==> config.mk <==
export PLATFORM = sky130hd
export DESIGN_NAME = rtc_preset_ctrl
export DESIGN_NICKNAME = d
export VERILOG_FILES = /design/src/rtl/rtc_pkg.sv /design/src/rtl/rtc_time_validator.sv /design/src/rtl/rtc_preset_ctrl.sv
export SDC_FILE = /design/constraint.sdc
export NUM_CORES = 1
export LEC_CHECK = 0
export ABC_AREA = 1
export CORE_UTILIZATION = 25
export DETAILED_ROUTE_END_ITERATION = 6
export PLACE_DENSITY = 0.63
export SKIP_LAST_GASP = 1
export SLEW_MARGIN = 20
export SYNTH_ARGS = -nofsm -noshare
export SYNTH_HDL_FRONTEND = slang
export SYNTH_SLANG_ARGS = --single-unit
==> constraint.sdc <==
create_clock -name clk_1Hz_i -period 5.3 [get_ports clk_1Hz_i]
set_input_delay 1.325 -clock clk_1Hz_i [delete_from_list [all_inputs] [get_ports clk_1Hz_i]]
set_output_delay 1.325 -clock clk_1Hz_i [all_outputs]
set_load 0.01 [all_outputs]
==> src/rtl/rtc_pkg.sv <==
// -----------------------------------------------------------------------------
// rtc_pkg
//   Shared types and constants for the RTC preset/enable path.
//   - rtc_time_t : packed 44-bit calendar/time word, MSB first:
//                  sec6, min6, hour6, mode2, dow3, dom5, month4, year12
//   - state_t    : sequencer states of rtc_preset_ctrl
//   - default restore time in 24 h and 12 h flavours
//   - error codes reported alongside an err pulse
//   - max_day()  : number of days in a month, with the 2100 non-leap rule
// -----------------------------------------------------------------------------
package rtc_pkg;

    typedef struct packed {
        logic [5:0]  sec;
        logic [5:0]  min;
        logic [5:0]  hour;
        logic [1:0]  mode;   // mode[0] = 12 h format
        logic [2:0]  dow;
        logic [4:0]  dom;
        logic [3:0]  month;
        logic [11:0] year;
    } rtc_time_t;

    typedef enum logic [2:0] {
        IDLE    = 3'd0,
        CHECK   = 3'd1,
        LOAD    = 3'd2,
        CONFIRM = 3'd3,
        DONE    = 3'd4
    } state_t;

    localparam int unsigned YEAR_MIN_DEF = 2000;
    localparam int unsigned YEAR_MAX_DEF = 2199;

    localparam logic [1:0] ERR_NONE     = 2'b00;
    localparam logic [1:0] ERR_FIELD    = 2'b01;
    localparam logic [1:0] ERR_READBACK = 2'b10;

    // Value the counter takes on a restore-default load, 24 h format.
    localparam rtc_time_t DEFAULT_TIME_24 = '{
        sec:   6'd0,
        min:   6'd0,
        hour:  6'd0,
        mode:  2'b00,
        dow:   3'd1,
        dom:   5'd1,
        month: 4'd1,
        year:  12'd2000
    };

    // Same instant in 12 h format: midnight reads as 12 o'clock.
    localparam rtc_time_t DEFAULT_TIME_12 = '{
        sec:   6'd0,
        min:   6'd0,
        hour:  6'd12,
        mode:  2'b01,
        dow:   3'd1,
        dom:   5'd1,
        month: 4'd1,
        year:  12'd2000
    };

    // Days in the given month. Out-of-range months return 31; the caller
    // rejects those months on their own.
    function automatic logic [4:0] max_day(input logic [3:0]  month,
                                           input logic [11:0] year);
        logic [4:0] days;
        case (month)
            4'd4, 4'd6, 4'd9, 4'd11: days = 5'd30;
            4'd2: begin
                // Within the supported year range, 2100 is the only
                // multiple of four that is not a leap year.
                if ((year[1:0] == 2'b00) && (year != 12'd2100)) begin
                    days = 5'd29;
                end else begin
                    days = 5'd28;
                end
            end
            default: days = 5'd31;
        endcase
        return days;
    endfunction

endpackage

==> src/rtl/rtc_time_validator.sv <==
// -----------------------------------------------------------------------------
// rtc_time_validator
//   Purely combinational check that a calendar/time word describes a real
//   instant in the supported year range. Shared with the register block.
//
//   Parameters
//     YEAR_MIN / YEAR_MAX : inclusive accepted year range
//   Ports
//     tm    in  rtc_time_t  candidate time word
//     valid out 1           all fields in range
// -----------------------------------------------------------------------------
module rtc_time_validator
    import rtc_pkg::*;
#(
    parameter int unsigned YEAR_MIN = YEAR_MIN_DEF,
    parameter int unsigned YEAR_MAX = YEAR_MAX_DEF
) (
    input  rtc_time_t tm,
    output logic      valid
);

    localparam logic [11:0] YMIN = 12'(YEAR_MIN);
    localparam logic [11:0] YMAX = 12'(YEAR_MAX);

    logic sec_ok;
    logic min_ok;
    logic hour_ok;
    logic dow_ok;
    logic month_ok;
    logic dom_ok;
    logic year_ok;

    always_comb begin
        sec_ok   = (tm.sec <= 6'd59);
        min_ok   = (tm.min <= 6'd59);

        // 12 h format counts 1..12; 24 h format counts 0..23 and must not
        // carry the upper mode bit.
        if (tm.mode[0]) begin
            hour_ok = (tm.hour >= 6'd1) && (tm.hour <= 6'd12);
        end else begin
            hour_ok = (tm.hour <= 6'd23) && !tm.mode[1];
        end

        dow_ok   = (tm.dow != 3'd0);
        month_ok = (tm.month >= 4'd1) && (tm.month <= 4'd12);
        dom_ok   = (tm.dom >= 5'd1) && (tm.dom <= max_day(tm.month, tm.year));
        year_ok  = (tm.year >= YMIN) && (tm.year <= YMAX);

        valid    = sec_ok && min_ok && hour_ok && dow_ok &&
                   month_ok && dom_ok && year_ok;
    end

endmodule

==> src/rtl/rtc_preset_ctrl.sv <==
// -----------------------------------------------------------------------------
// rtc_preset_ctrl
//   Owns the preset/enable interface of the RTC time counter. Two requesters
//   (host register block, external time-sync unit) issue set-time or
//   restore-default commands; they are served round-robin, validated, loaded
//   into the counter, read back for confirmation and answered with a single
//   ack or err pulse.
//
//   Parameters
//     YEAR_MIN / YEAR_MAX     accepted year range for preset commands
//   Ports
//     clk_1Hz_i               1 Hz clock
//     rstn_i                  asynchronous active-low reset
//     host_req_i/sync_req_i   level request, held until ack/err
//     host_op_i/sync_op_i     0 = preset from time bus, 1 = restore default
//     host_time_i/sync_time_i requested time (rtc_time_t)
//     host_ack_o/sync_ack_o   one-cycle success pulse to the granted side
//     host_err_o/sync_err_o   one-cycle failure pulse to the granted side
//     err_code_o              01 invalid field, 10 readback mismatch
//     busy_o                  sequencer not idle
//     cnt_enable_o            counter load strobe
//     cnt_en_preset_o         counter loads cnt_time_o (else its default)
//     cnt_time_o              time presented to the counter
//     cnt_mode12_o            12 h format select to the counter
//     cur_time_i              live counter value (rtc_time_t)
// -----------------------------------------------------------------------------
module rtc_preset_ctrl
    import rtc_pkg::*;
#(
    parameter int unsigned YEAR_MIN = YEAR_MIN_DEF,
    parameter int unsigned YEAR_MAX = YEAR_MAX_DEF
) (
    input  logic       clk_1Hz_i,
    input  logic       rstn_i,

    input  logic       host_req_i,
    input  logic       host_op_i,
    input  rtc_time_t  host_time_i,
    output logic       host_ack_o,
    output logic       host_err_o,

    input  logic       sync_req_i,
    input  logic       sync_op_i,
    input  rtc_time_t  sync_time_i,
    output logic       sync_ack_o,
    output logic       sync_err_o,

    output logic [1:0] err_code_o,
    output logic       busy_o,

    output logic       cnt_enable_o,
    output logic       cnt_en_preset_o,
    output rtc_time_t  cnt_time_o,
    output logic       cnt_mode12_o,
    input  rtc_time_t  cur_time_i
);

    state_t     state;
    state_t     state_nxt;

    // Request register: what was granted, for whom.
    logic       req_op;
    rtc_time_t  req_time;
    logic       owner_sync;

    // Round-robin memory: 1 when sync was served last. Resets to 1 so that
    // host wins the first contested grant.
    logic       last_sync;

    logic       take;
    logic       take_sync;
    logic       fields_valid;
    logic       readback_ok;
    rtc_time_t  expect_time;

    logic       done_ok;
    logic       done_err;
    logic [1:0] err_sel;

    // Next values of the registered outputs.
    logic       busy_nxt;
    logic       en_nxt;
    logic       pre_nxt;
    rtc_time_t  time_nxt;
    logic [1:0] code_nxt;

    rtc_time_validator #(
        .YEAR_MIN (YEAR_MIN),
        .YEAR_MAX (YEAR_MAX)
    ) u_validator (
        .tm    (req_time),
        .valid (fields_valid)
    );

    // Readback target: the latched preset, or the default instant in the
    // format the counter is currently configured for.
    always_comb begin
        if (!req_op) begin
            expect_time = req_time;
        end else if (cnt_mode12_o) begin
            expect_time = DEFAULT_TIME_12;
        end else begin
            expect_time = DEFAULT_TIME_24;
        end
        readback_ok = (cur_time_i == expect_time);
    end

    // ---------------------------------------------------------------
    // State register
    // ---------------------------------------------------------------
    always_ff @(posedge clk_1Hz_i or negedge rstn_i) begin
        if (!rstn_i) begin
            state <= IDLE;
        end else begin
            state <= state_nxt;
        end
    end

    // ---------------------------------------------------------------
    // Next state, grant and completion decode
    // ---------------------------------------------------------------
    always_comb begin
        state_nxt = state;
        take      = 1'b0;
        done_ok   = 1'b0;
        done_err  = 1'b0;
        err_sel   = ERR_NONE;
        // Sync wins when it is alone, or when both ask and host went last.
        take_sync = sync_req_i && (!host_req_i || !last_sync);

        case (state)
            IDLE: begin
                if (host_req_i || sync_req_i) begin
                    take      = 1'b1;
                    state_nxt = CHECK;
                end
            end
            CHECK: begin
                if (req_op || fields_valid) begin
                    state_nxt = LOAD;
                end else begin
                    done_err  = 1'b1;
                    err_sel   = ERR_FIELD;
                    state_nxt = DONE;
                end
            end
            LOAD: begin
                state_nxt = CONFIRM;
            end
            CONFIRM: begin
                state_nxt = DONE;
                if (readback_ok) begin
                    done_ok  = 1'b1;
                end else begin
                    done_err = 1'b1;
                    err_sel  = ERR_READBACK;
                end
            end
            DONE: begin
                state_nxt = IDLE;
            end
            default: begin
                state_nxt = IDLE;
            end
        endcase
    end

    // Outputs are decoded from the next state and registered, so each one
    // is high exactly during the state it belongs to.
    always_comb begin
        busy_nxt = (state_nxt != IDLE);
        en_nxt   = (state_nxt == LOAD);
        pre_nxt  = en_nxt && !req_op;
        time_nxt = pre_nxt ? req_time : '0;
        code_nxt = done_err ? err_sel : ERR_NONE;
    end

    // ---------------------------------------------------------------
    // Request capture (IDLE -> CHECK)
    // ---------------------------------------------------------------
    always_ff @(posedge clk_1Hz_i) begin
        if (take) begin
            req_op   <= take_sync ? sync_op_i   : host_op_i;
            req_time <= take_sync ? sync_time_i : host_time_i;
        end
    end

    // ---------------------------------------------------------------
    // Grant ownership and round-robin history
    // ---------------------------------------------------------------
    always_ff @(posedge clk_1Hz_i or negedge rstn_i) begin
        if (!rstn_i) begin
            owner_sync <= 1'b0;
            last_sync  <= 1'b1;
        end else begin
            if (take) begin
                owner_sync <= take_sync;
            end
            if (state == DONE) begin
                last_sync <= owner_sync;
            end
        end
    end

    // ---------------------------------------------------------------
    // Registered outputs
    // ---------------------------------------------------------------
    always_ff @(posedge clk_1Hz_i or negedge rstn_i) begin
        if (!rstn_i) begin
            busy_o          <= 1'b0;
            cnt_enable_o    <= 1'b0;
            cnt_en_preset_o <= 1'b0;
            cnt_time_o      <= '0;
            host_ack_o      <= 1'b0;
            host_err_o      <= 1'b0;
            sync_ack_o      <= 1'b0;
            sync_err_o      <= 1'b0;
            err_code_o      <= ERR_NONE;
            cnt_mode12_o    <= 1'b0;
        end else begin
            busy_o          <= busy_nxt;
            cnt_enable_o    <= en_nxt;
            cnt_en_preset_o <= pre_nxt;
            cnt_time_o      <= time_nxt;
            host_ack_o      <= done_ok  && !owner_sync;
            host_err_o      <= done_err && !owner_sync;
            sync_ack_o      <= done_ok  &&  owner_sync;
            sync_err_o      <= done_err &&  owner_sync;
            err_code_o      <= code_nxt;
            // Format select follows only a confirmed preset; a restore
            // keeps whatever format was configured before.
            if ((state == CONFIRM) && readback_ok && !req_op) begin
                cnt_mode12_o <= req_time.mode[0];
            end
        end
    end

endmodule

==> After elaboration in Yosys (flattened, before gate mapping) <==
Cells that the tools add are included.
{ "op_classes": {"n_eq_ne": 12, "n_reduce_logical": 33, "n_mux": 22, "n_lt_le_gt_ge": 11} }
{ "op_table": {"columns": ["cell", "n"], "rows": [
  ["$mux 44", 3],
  ["$eq 44x44->1", 1],
  ["$mux 30", 1],
  ["$logic_and 1x1->1", 20],
  ["$ge 12x11->1 const B", 1],
  ["$le 12x12->1 const B", 1],
  ["$le 6x6->1 const B", 2],
  ["$ne 12x12->1 const B", 1],
  ["$pmux 3 s4", 1],
  ["$mux 1", 10],
  ["$pmux 5 s2", 1],
  ["$eq 3x2->1 const B", 3],
  ["$eq 4x3->1 const B", 2],
  ["$eq 4x4->1 const B", 2],
  ["$ge 6x1->1 const B", 1],
  ["$le 6x4->1 const B", 1],
  ["$le 6x5->1 const B", 1],
  ["$mux 3", 2],
  ["$reduce_bool 3->1", 2],
  ["$ge 5x1->1 const B", 1],
  ["$le 5x5->1", 1],
  ["$logic_not 1->1", 5],
  ["$eq 4x2->1 const B", 1],
  ["$ge 4x1->1 const B", 1],
  ["10 further kinds", 13]
]} }
{ "word_totals": {"elab_cells": 107, "input_bits": 138, "ff_bits": 104, "output_inout_bits": 54} }

==> Longest topological paths before layout <==
Gate-level depths: netlist of the first run.
{ "depth": {"depth_word": 14, "depth_mapped": 17, "ltp_nobuf": 17} }

==> Hierarchy <==
A second synthesis of the first run with hierarchy kept.
{ "unflattened": {"cells_unflattened": 646, "area_unflattened_um2": 5500.3} }
{ "by_module_without_submodules": {"columns": ["mod", "area_per_inst_um2", "n_inst", "seq_area_each_um2", "cells_each"], "rows": [
  ["rtc_preset_ctrl", 5144.9, 1, 2829.0, 567],
  ["rtc_time_validator", 355.3, 1, 0.0, 79]
]} }

==> Worst setup path after synthesis of the first run <==
Ideal clock, no wire load.
{ "synth_timing": {"path_kind": "input to register", "startpoint": "in host_req_i", "endpoint": "reg owner_sync", "slack_ns": -1.174, "n_path_buf": 0, "arrival_time_ns": 6.370, "t_required_ns": 5.196, "setup_ns": 0.104, "path_stages": 4, "path_cell_list": "nor2_1 nor4_1 inv_1 o21ai_0"} }
{ "synth_between": {"elab_chain_len": 3, "word_cells_on_any_way": 6, "classes_between": "mux: 2; reduce/logical: 4"} }
{ "synth_lines": {"columns": ["element", "line_no", "rtl"], "rows": [
  ["from (decl)", "rtc_preset_ctrl.sv:36", "input logic host_req_i,"],
  ["$logic_or 1x1->1", "rtc_preset_ctrl.sv:133", "if (host_req_i || sync_req_i) begin"],
  ["$mux 1", "rtc_preset_ctrl.sv:133", null],
  ["$mux 1", "rtc_preset_ctrl.sv:131", "case (state)"],
  ["net take", "rtc_preset_ctrl.sv:70", "logic take;"],
  ["to (signal assigned)", "rtc_preset_ctrl.sv:197", "owner_sync <= take_sync;"],
  ["to (decl)", "rtc_preset_ctrl.sv:64", "logic owner_sync;"]
]} }
The timed path passes the listed nets, and every way through them passes these cells.
A chain may end at the register's enable or synchronous reset.

==> Final worst setup path of the first run <==
{ "layout_timing": {"startpoint": "reg req_time[4] in the netlist's numbering", "endpoint": "reg cnt_en_preset_o"} }
{ "layout_between": {"elab_chain_len": 13, "word_cells_on_any_way": 16, "classes_between": "order compare: 3; eq/ne: 2; mux: 4; reduce/logical: 7"} }
{ "layout_lines": {"columns": ["element", "line_no", "rtl"], "rows": [
  ["from (decl)", "rtc_preset_ctrl.sv:63", "rtc_time_t req_time;"],
  ["from (signal assigned)", "rtc_preset_ctrl.sv:184", "req_time <= take_sync ? sync_time_i : host_time_i;"],
  ["$ne 12x12->1", "rtc_pkg.sv:73", "if ((year[1:0] == 2'b00) && (year != 12'd2100)) begin"],
  ["$logic_and 1x1->1", "rtc_pkg.sv:73", null],
  ["$mux 1", "rtc_pkg.sv:73", null],
  ["$pmux 5 s2", "rtc_pkg.sv:68", "case (month)"],
  ["$le 5x5->1", "rtc_time_validator.sv:47", "dom_ok = (tm.dom >= 5'd1) && (tm.dom <= max_day(tm.month, tm.year));"],
  ["$logic_and 1x1->1", "rtc_time_validator.sv:47", null],
  ["$logic_and 1x1->1", "rtc_time_validator.sv:51", "month_ok && dom_ok && year_ok;"],
  ["$logic_and 1x1->1 (*)", "rtc_time_validator.sv:51", null],
  ["$logic_or 1x1->1 (*)", "rtc_preset_ctrl.sv:139", "if (req_op || fields_valid) begin"],
  ["$mux 3 (*)", "rtc_preset_ctrl.sv:139", null],
  ["$pmux 3 s4 (*)", "rtc_preset_ctrl.sv:131", null],
  ["$eq 3x2->1 (*)", "rtc_preset_ctrl.sv:172", "en_nxt = (state_nxt == LOAD);"],
  ["net en_nxt", "rtc_preset_ctrl.sv:82", "logic en_nxt;"],
  ["$logic_and 1x1->1 (*)", "rtc_preset_ctrl.sv:173", "pre_nxt = en_nxt && !req_op;"],
  ["net pre_nxt", "rtc_preset_ctrl.sv:83", "logic pre_nxt;"],
  ["to (signal assigned)", "rtc_preset_ctrl.sv:223", "cnt_en_preset_o <= pre_nxt;"],
  ["to (decl)", "rtc_preset_ctrl.sv:52", "output logic cnt_en_preset_o,"]
]} }
Mark *: on every way through the listed nets, which the timed path passes. The rest lies on a longest branch.

==> qor.txt, run 1 <==
CP Class: register to register
CTS sink count: 104
Post CTS Setup Buffer Count: 0
Run status: complete, no violations
Critical path arrival: 3.58 ns
Post-synth EDFFs: 45
Port Buffer Count: 191
Die ar.: 21900 um^2
Comb power frac: 0.351
Worst r2r dst: cnt_en_preset_o
CP Launch Type: register
Slew @ Worst Pin: 1.03 ns
DP Wirelength: 12.0 mm
Final instance area: 7850 um^2
Syn_nets: 750
Clock power share: 0.228
Critical path peak fanout: 45
Worst hold path type: register to register
Die Span X: 148 um
Reg clk slew, reported paths: 0.07 ns
Max-cap violations: 0
Min Tclk post-route: 3.33 ns
Placer Congestion: 0.784
WP data required: 5.55 ns
Cells on worst reg2reg path: 17
RSZ-0062 raised after global routing: false
Fmax: 300 MHz
Slew Limit Headroom: 0.313
Sequential cell fraction of total power: 0.421
Num rows: 53
Die Y-Extent: 148 um
IO Pins: 192
Drt pass-1 iters: 4
Vias per inst: 4.24
Synth warn: 0
Area delta synth->final: 47.4%
Hold slack final: 0.499 ns
Worst skew pair latency: 0.35 ns
Cell area after placement: 7550 um^2
PwrDens: 370 nW/um^2
Layout Utilization: 0.374
Flops & latches, synth: 104
Slew Viols, Final: 0
Setup TNS: 0 ns
Top cell type by total area after synthesis: dfrtp_1
Hold Crit Depth: 2
Final Cycle Share: 0.629
CTS Buf Count: 9
Sw Ratio: 0.360
Total GRT Usage: 0.148
Min-delay src: last_sync
Ranking of synthesized cells by area: dfrtp_1 27%, edfxtp_1 25%, nand2_1 13%, mux2_2 9.5%, nor2_1 6.5%
Residual DRC count: 0
Post-synthesis cell count: 610
Largest net degree at the start of global routing: 60
R2R Path Start: req_time[4]
Int Power: 1.86 mW
Area of the mapped netlist: 5320 um^2
Worst Hold End: last_sync
Routed len/inst: 14.4 um
Cts hold-fix bufs: 0
Most common flop cell mapped by yosys: dfrtp_1
Syn Area/Cell: 8.73 um^2
Core Area: 21000 um^2
Synth cell types: 30
P_leak: 3.47 nW
Congestion Overflow GR: 0
Max clock buf depth: 2
Initial core utilization: 0.254
Psw: 1.04 mW
Seq/Total Area, Yosys: 0.531
Final clock skew: 0.00798 ns
TritonCTS clock tree: yes
CTS root buf: clkbuf_16
CP Capture Type: register
Commonest cells after routing, fill and taps aside: 190 x clkdlybuf4s50_1, 181 x nand2_1, 92 x nor2_1
Most common cell after layout, fill and taps aside: clkdlybuf4s50_1
Share of layout cells above drive strength 1: 0.0932
Ant diodes: 0
Initial drt markers: 175
Initial antenna violation count: 0
Post-synth ARST share: 0.567
Final net count: 940
Setup-violating endpoint count in the final report: 0
Worst reg2reg setup slack: 1.97 ns
First-pass GRT wire length: 24.5 mm
Final-report hold violation count: 0
DRT Wirelength: 15.5 mm
Vias in the first global route: 4617
Routed vias: 4574
CTS resizes: 0
Max VDD drop: 0.166 mV
H-tree depth: 3
Final ANT Viol Nets: 0
Yosys top cell area share: 0.273
## registers in the layout, summed over array words and instances, names as in the netlist
register and cells:
cnt_enable_o 1, sync_ack_o 1, req_op 1, state 3, sync_err_o 1, cnt_mode12_o 1, host_ack_o 1, err_code_o 2
owner_sync 1, busy_o 1, cnt_time_o 44, last_sync 1, cnt_en_preset_o 1, host_err_o 1, req_time 44
## final cells by class
type                    instances  area, um^2
flip-flops and latches        104        2830
well taps                     275         344
repair buffers                196        1950
fillers                      2149       13100
clock buffers                  10         250
clock inverters                 6        48.8
inverters                      65         244
multi-input cells             424        2180
## power groups by stage
stage	Combinational (mW)	Clock (mW)	Sequential (mW)
after floorplan	0.579	0	1.23
after global placement	1.02	0	1.24
after detailed placement	1.04	0	1.24
after CTS	1.04	0.687	1.22
after global routing	1.15	0.717	1.25
final	1.02	0.663	1.22
## synth_stat cells, types with 2 or more instances
cell / count
xnor2_1: 4
inv_2: 2
ha_1: 2
buf_2: 9
mux2_2: 45
a31oi_1: 3
nand3b_1: 11
a21oi_1: 2
nand4_1: 7
nand3_1: 31
nand2_1: 183
o21ai_0: 15
inv_1: 63
buf_4: 3
xor2_1: 5
nor3_1: 14
dfrtp_1: 58
or2_2: 2
edfxtp_1: 45
clkbuf_1: 5
nor2_1: 92
## routing by layer
layer | up-vias | wire length [um] | track usage
li1 | 2340 | - | -
met1 | 2094 | 6880 | 0.183
met2 | 125 | 7480 | 0.254
met3 | 15 | 964 | 0.0398
met4 | 0 | 198 | 0.0407
met5 | - | 0 | 0
## how the worst max path moves through the flow
stage / from / end / slack, ns / depth (start not counted)
final: req_time[4] / cnt_en_preset_o / 1.97 / 17
after detailed placement: host_req_i / req_time[18] / 1.86 / 5
after global placement: host_req_i / req_time[43] / 1.87 / 5
after CTS: req_time[4] / cnt_en_preset_o / 1.92 / 17
after floorplan: host_req_i / owner_sync / 0.84 / 5
after global routing: req_time[4] / cnt_en_preset_o / 1.59 / 17
## cell families after synthesis
logic type | after synthesis | share of synthesized area
and+or+nand+nor | 342 | 0.265
DFF | 104 | 0.532
adders and majority gates | 2 | 0.00470
buffers and inverters | 82 | 0.0621
other | 1 | 0.000705
xor gates and xnor gates | 9 | 0.0148
muxes | 45 | 0.0952
AOI/OAI and AO/OA | 25 | 0.0263
## critical path, stage by stage, from the launching register on
cell,delay [ns]
edfxtp_1,0.46
inv_1,0.08
or2_2,0.28
nor3_1,0.21
o21ai_0,0.13
nand2_1,0.08
a31oi_1,0.08
ha_1,0.27
a21boi_0,0.17
nand3_1,0.08
o21ai_0,0.14
nor2_1,0.06
nand2_1,0.08
nand2_1,0.06
nand2_2,0.75
inv_1,0.13
nand2_1,0.09
inv_1,0.04
## stage by stage
step / cells / worst slack (ns) / total power [mW]
6_report: 1080 / 1.97 / 2.91
3_5_place_dp: 1064 / 1.86 / 2.28
5_1_grt: 1080 / 1.59 / 3.12
4_1_cts: 1080 / 1.92 / 2.95
3_3_place_gp: 1064 / 1.87 / 2.26
2_1_floorplan: 610 / 0.842 / 1.81
Note: power is estimated with default switching activity, not from simulation.
==> run 2, diff against run 1 <==
- clock period: 5.3 -> 2.7 ns (I/O delays scaled with it)
==> run 2 against run 1 <==
Compared with the run above:
- sequential share of layout area is 0.98 points lower
- combinational power is 110% higher
- sequential cell count stayed put
- critical endpoint is now cnt_time_o[1]
- clock skew is 0.0028 ns higher
- cell count is 1.4% higher
- sequential power is 96% higher
- largest power group unchanged
- global-route usage is 0.11 points higher
==> qor.txt, run 2 (synthesized netlist as in run 1, its figures left out) <==
Most common cell after layout, fill and taps aside: clkdlybuf4s50_1
Setup-violating endpoint count in the final report: 0 (unchanged)
Final net count: 954 (+1.5%)
Dpl ws: 0.131 ns (-1.73 ns)
Final clock skew: 0.0108 ns (+0.00281 ns)
DRT Wirelength: 15.8 mm (+1.9%)
WP data required: 2.95 ns (-2.60 ns)
Share of layout cells above drive strength 1: 0.112 (+0.0192)
Multi-input gate area: 2190 um^2 (+0.34%)
Vias in the first global route: 4570 (-1.0%)
Buffers & Inverters on Critical Path: 2 (-1)
Max VDD drop: 0.319 mV (+91%)
Max clock buf depth: 2 (unchanged)
Worst path max stage delay: 0.43 ns (-0.32 ns)
Slowest CP cell: edfxtp_1
IO Pins: 192 (unchanged)
Post-route setup slack: 0.255 ns (-1.71 ns)
First-pass GRT wire length: 24.3 mm (-0.87%)
TritonCTS clock tree: yes
Slew @ Worst Pin: 0.800 ns (-0.227 ns)
Initial antenna violation count: 1 (+1)
Min Tclk post-route: 2.45 ns (-0.887 ns)
P_leak: 3.58 nW (+3.3%)
Residual DRC count: 0 (unchanged)
Slew Limit Headroom: 0.466 (+0.154)
CTS sink count: 104 (unchanged)
RSZ-0062 raised after global routing: false
Die Y-Extent: 148 um (unchanged)
DP Wirelength: 12.1 mm (+0.63%)
H-tree depth: 3 (unchanged)
Placer Congestion: 0.786 (+0.24%)
Congestion Overflow GR: 0 (unchanged)
Fillers: 2111 (-1.8%)
Core Area: 21000 um^2 (unchanged)
Port Buffer Count: 191 (unchanged)
Final-report hold violation count: 0 (unchanged)
Fmax: 409 MHz (+36%)
Most used cell, CP: nand2_1
Slew Viols, Final: 0 (unchanged)
Final ANT Viol Nets: 0 (unchanged)
Largest net degree at the start of global routing: 60 (unchanged)
Worst skew pair latency: 0.35 ns (about the same)
Cell area after placement: 7630 um^2 (+1.2%)
Largest regs: cnt_time_o (44), req_time (44), state (3)
Critical path peak fanout: 15 (-67%)
CP Class: register to register
Final instance area: 8070 um^2 (+2.8%)
PwrDens: 752 nW/um^2 (+100%)
Vias per inst: 4.23 (-0.12%)
Reg clk slew, reported paths: 0.08 ns (about the same)
Routed len/inst: 14.5 um (+0.54%)
Total power: 6.06 mW (+110%)
Max-cap violations: 0 (unchanged)
Routed vias: 4632 (+1.3%)
CP Capture Type: register
Drt pass-1 iters: 4 (unchanged)
Hold slack final: 0.414 ns (-0.0850 ns)
Total GRT Usage: 0.150 (+0.00115)
Die Span X: 148 um (unchanged)
CTS root buf: clkbuf_16
Area delta synth->final: 51.5%
# placed instances: 1069 (+0.47%)
Initial drt markers: 193 (+10%)
Worst hold path type: input port to asynchronous set/reset pin
Register area: 2830 um^2 (unchanged)
Final cell count without fillers: 1095 (+1.4%)
Run status: complete, no violations
Worst path top cell family by delay: simple AND/OR/NAND/NOR gates
CTS Buf Count: 9 (unchanged)
Final Cycle Share: 0.906 (+0.277)
Ordered list of cells on the worst path: nor2_2 -> nand3_1 -> nor3_2 -> o21ai_1 -> nand2_1 -> a31oi_1 -> ha_1 -> a21boi_1 -> nand3_1 -> o21ai_1 -> nor2_1 -> nand2_1 -> nand2_1 -> nand2_2 -> buf_12 -> buf_4 -> nor2_1
Initial core utilization: 0.254 (unchanged)
Num rows: 53 (unchanged)
Commonest cells after routing, fill and taps aside: 190 x clkdlybuf4s50_1, 181 x nand2_1, 91 x nor2_1
CP Launch Type: register
Die ar.: 21900 um^2 (unchanged)
Critical path arrival: 2.69 ns (-0.89 ns)
## run 2: final timing paths
path | startpoint | to | slack (ns) | depth (start not counted)
max | req_time[9] | cnt_time_o[1] | 0.25 | 17
min | rstn_i | cnt_time_o[39] | 0.41 | 1
max reg2reg | req_time[9] | cnt_time_o[1] | 0.25 | 17
min reg2reg | owner_sync | host_err_o | 0.51 | 1
max in group asynchronous | rstn_i | cnt_time_o[28] | 1.76 | 1
min in group clk_1Hz_i | owner_sync | host_err_o | 0.51 | 1
## run 2: repair_timing
action / CTS / global route
buffers inserted: 0 / 9
hold buffers: 0 / 0
setup endpoints to repair: 0 / 49
gates resized for setup: 0 / 6
## run 2: through the flow
step           utilization  TNS [ns]
5_1_grt              0.385         0
3_3_place_gp         0.364         0
6_report             0.385         0
2_1_floorplan            -   -0.0164
3_5_place_dp         0.364         0
4_1_cts              0.381         0
## run 2: routing by layer
metal  vias up  part of all wire  global-route usage  wire length (um)
li1       2368                 -                   -                 -
met1      2112              0.43               0.179              6730
met2       144              0.49               0.255              7820
met3         8             0.069              0.0441              1100
met4         0             0.011              0.0515               176
met5         -                 0                   0                 0
## run 2: layout make-up
class / instances / area share
inverter: 65 / 0.0303
clock inverter: 4 / 0.00652
antenna: 1 / 0.000310
clock buffer: 12 / 0.0372
multi-input combinational: 424 / 0.272
tap: 275 / 0.0427
timing repair buffer: 210 / 0.261
sequential: 104 / 0.351
## run 2: worst reg2reg max path: stages (launching register included)
cell	delay [ns]
edfxtp_1	0.43
nor2_2	0.16
nand3_1	0.10
nor3_2	0.18
o21ai_1	0.08
nand2_1	0.06
a31oi_1	0.07
ha_1	0.27
a21boi_1	0.14
nand3_1	0.10
o21ai_1	0.13
nor2_1	0.06
nand2_1	0.08
nand2_1	0.06
nand2_2	0.13
buf_12	0.15
buf_4	0.11
nor2_1	0.04
## run 2: power breakdown
group / leakage [nW] / internal, mW / switching, mW / total (mW)
combinational: 2.18 / 0.964 / 1.22 / 2.18
sequential: 1.23 / 2.13 / 0.264 / 2.39
clock: 0.175 / 0.892 / 0.600 / 1.49
==> run 3, diff against run 2 <==
- clock period: 2.7 -> 2.2 ns (I/O delays scaled with it)
==> run 3 against run 2 <==
Compared with the run above:
- the run now ends with setup timing left
- sequential power is 21% higher
- largest power group is now combinational cells
- global-route usage is 0.092 points lower
- critical path depth is 1 lower
- clock skew hardly changed
- total power is 25% higher
- first-iteration DRC count is 7.8% higher
- maximum frequency is 3.0% higher
- combinational power is 37% higher
==> qor.txt, run 3 (synthesized netlist as in run 1, its figures left out) <==
Routed vias: 4739 (+2.3%)
Placer Congestion: 0.804 (+2.3%)
CTS sink count: 104 (unchanged)
Commonest cells after routing, fill and taps aside: 190 x clkdlybuf4s50_1, 179 x nand2_1, 87 x nor2_1
Slew Viols, Final: 0 (unchanged)
Initial antenna violation count: 2 (+1)
Global route hottest layer: met2
Total GRT Usage: 0.149 (-0.000920)
First-pass GRT wire length: 24.3 mm (about the same)
DRT Wirelength: 16.0 mm (+1.2%)
Psw: 2.62 mW (+26%)
P_leak: 3.70 nW (+3.2%)
Fillers: 2136 (+1.2%)
Residual DRC count: 0 (unchanged)
Slew Limit Headroom: 0.476 (+0.00918)
Core Area: 21000 um^2 (unchanged)
WP data required: 2.43 ns (-0.52 ns)
Initial drt markers: 208 (+7.8%)
Reg clk slew, reported paths: 0.07 ns (about the same)
Int Power: 4.98 mW (+25%)
Vias in the first global route: 4569 (-0.022%)
Die Y-Extent: 148 um (unchanged)
Congestion Overflow GR: 0 (unchanged)
Vias per inst: 4.25 (+0.57%)
IO Pins: 192 (unchanged)
Slew @ Worst Pin: 0.787 ns (-0.0138 ns)
Comb power frac: 0.394 (+0.034)
Post-route setup slack: -0.174 ns (-0.429 ns)
Cell area after placement: 7890 um^2 (+3.4%)
Max VDD drop: 0.383 mV (+20%)
Final instance area: 8310 um^2 (+3.0%)
Final net count: 973 (+2.0%)
Drt pass-1 iters: 5 (+1)
Met2 Usage GRT: 0.252 (-0.00330)
Register area: 2830 um^2 (unchanged)
Worst hold path type: input port to asynchronous set/reset pin
Critical path arrival: 2.60 ns (-0.09 ns)
Worst path top cell family by delay: simple AND/OR/NAND/NOR gates
CP Class: register to register
Most common cell after layout, fill and taps aside: clkdlybuf4s50_1
Worst skew pair latency: 0.36 ns (about the same)
Final ANT Viol Nets: 0 (unchanged)
DP Wirelength: 12.4 mm (+3.0%)
Setup-violating endpoint count in the final report: 48 (+48)
Largest net degree at the start of global routing: 60 (unchanged)
Ordered list of cells on the worst path: nor2_2 -> nand3_1 -> nor3_2 -> o21ai_1 -> nand2_1 -> a31oi_1 -> ha_1 -> a21boi_1 -> nand3_1 -> o21ai_1 -> nor2_1 -> nand2_1 -> buf_4 -> nand3_4 -> inv_1 -> or2_2
Setup TNS: -5.36 ns (-5.36 ns)
PwrDens: 914 nW/um^2 (+22%)
Sequential cell fraction of total power: 0.382 (-0.012)
Multi-input gate area: 2250 um^2 (+2.9%)
Grt met1 use: 0.183 (+0.00455)
Final Cycle Share: 1.08 (+0.173)
Run status: finished, violations left
CTS root buf: clkbuf_16
Final clock skew: 0.0104 ns (-0.000391 ns)
Final-report hold violation count: 0 (unchanged)
Failing checks: setup timing
Hold slack final: 0.277 ns (-0.137 ns)
Fmax: 421 MHz (+3.0%)
Met3 Use GR: 0.0398 (-0.00432)
Sw Ratio: 0.345 (+0.00163)
Port Buffer Count: 191 (unchanged)
Area delta synth->final: 56.1%
H-tree depth: 3 (unchanged)
RSZ-0062 raised after global routing: true
Worst reg2reg setup slack: -0.17 ns (-0.43 ns)
Share of layout cells above drive strength 1: 0.144 (+0.0321)
Buffers & Inverters on Critical Path: 2 (unchanged)
CP Launch Type: register
Die Span X: 148 um (unchanged)
CTS Buf Count: 9 (unchanged)
Worst path max stage delay: 0.40 ns (-0.03 ns)
Die ar.: 21900 um^2 (unchanged)
TritonCTS clock tree: yes
Cts hold-fix bufs: 0 (unchanged)
Slowest CP cell: edfxtp_1
Num rows: 53 (unchanged)
Routed len/inst: 14.4 um (-0.53%)
Max-cap violations: 0 (unchanged)
Critical path peak fanout: 2 (-13)
Max clock buf depth: 2 (unchanged)
Initial core utilization: 0.254 (unchanged)
Clock power share: 0.224 (-0.022)
Largest regs: cnt_time_o (44), req_time (44), state (3)
Min Tclk post-route: 2.37 ns (-0.0713 ns)
CP Capture Type: register
-- run 3: path summary, 6_finish.rpt --
path / start / to / cells past startpoint
setup / recovery: req_time[8] / state[2] / 16
hold / removal: rstn_i / busy_o / 1
setup reg to reg: req_time[8] / state[2] / 16
hold reg to reg: last_sync / last_sync / 2
max in group asynchronous: rstn_i / cnt_time_o[33] / 1
min in group clk_1Hz_i: last_sync / last_sync / 2
-- run 3: final cells by class --
type                    instances  share of cell area
well taps                     275              0.0414
clock inverters                 7              0.0104
multi-input cells             424               0.271
inverters                      65              0.0300
diodes                          1            0.000301
repair buffers                229               0.279
flip-flops and latches        104               0.340
clock buffers                   9              0.0271
-- run 3: power groups by stage --
stage	Combinational (mW)	Sequential [mW]	Clock, mW
CTS	2.96	2.90	1.74
global route	3.32	2.96	1.80
detailed placement	2.91	2.94	0
global placement	2.88	2.93	0
finish	2.99	2.90	1.70
floorplan	1.47	2.96	0
-- run 3: timing repair --
action | CTS | global route
cloned | 0 | 1
setup buffers | 1 | 1
endpoints found under the setup margin | 49 | 54
pin swaps | 3 | 3
gates resized for setup | 6 | 11
-- run 3: stage by stage --
step / instances / worst slack (ns) / util / power (mW)
after floorplan: 610 / -0.345 / - / 4.43
after global placement: 1094 / -0.139 / 0.377 / 5.81
after detailed placement: 1094 / -0.198 / 0.377 / 5.86
after CTS: 1111 / -0.183 / 0.393 / 7.60
after global routing: 1114 / -0.421 / 0.397 / 8.08
final: 1114 / -0.174 / 0.397 / 7.59
-- run 3: routing by layer --
metal  routed length (um)  part of all wire
met5                    0                 0
met4                  193             0.012
met3                  957             0.060
met2                 7900              0.49
met1                 6960              0.43
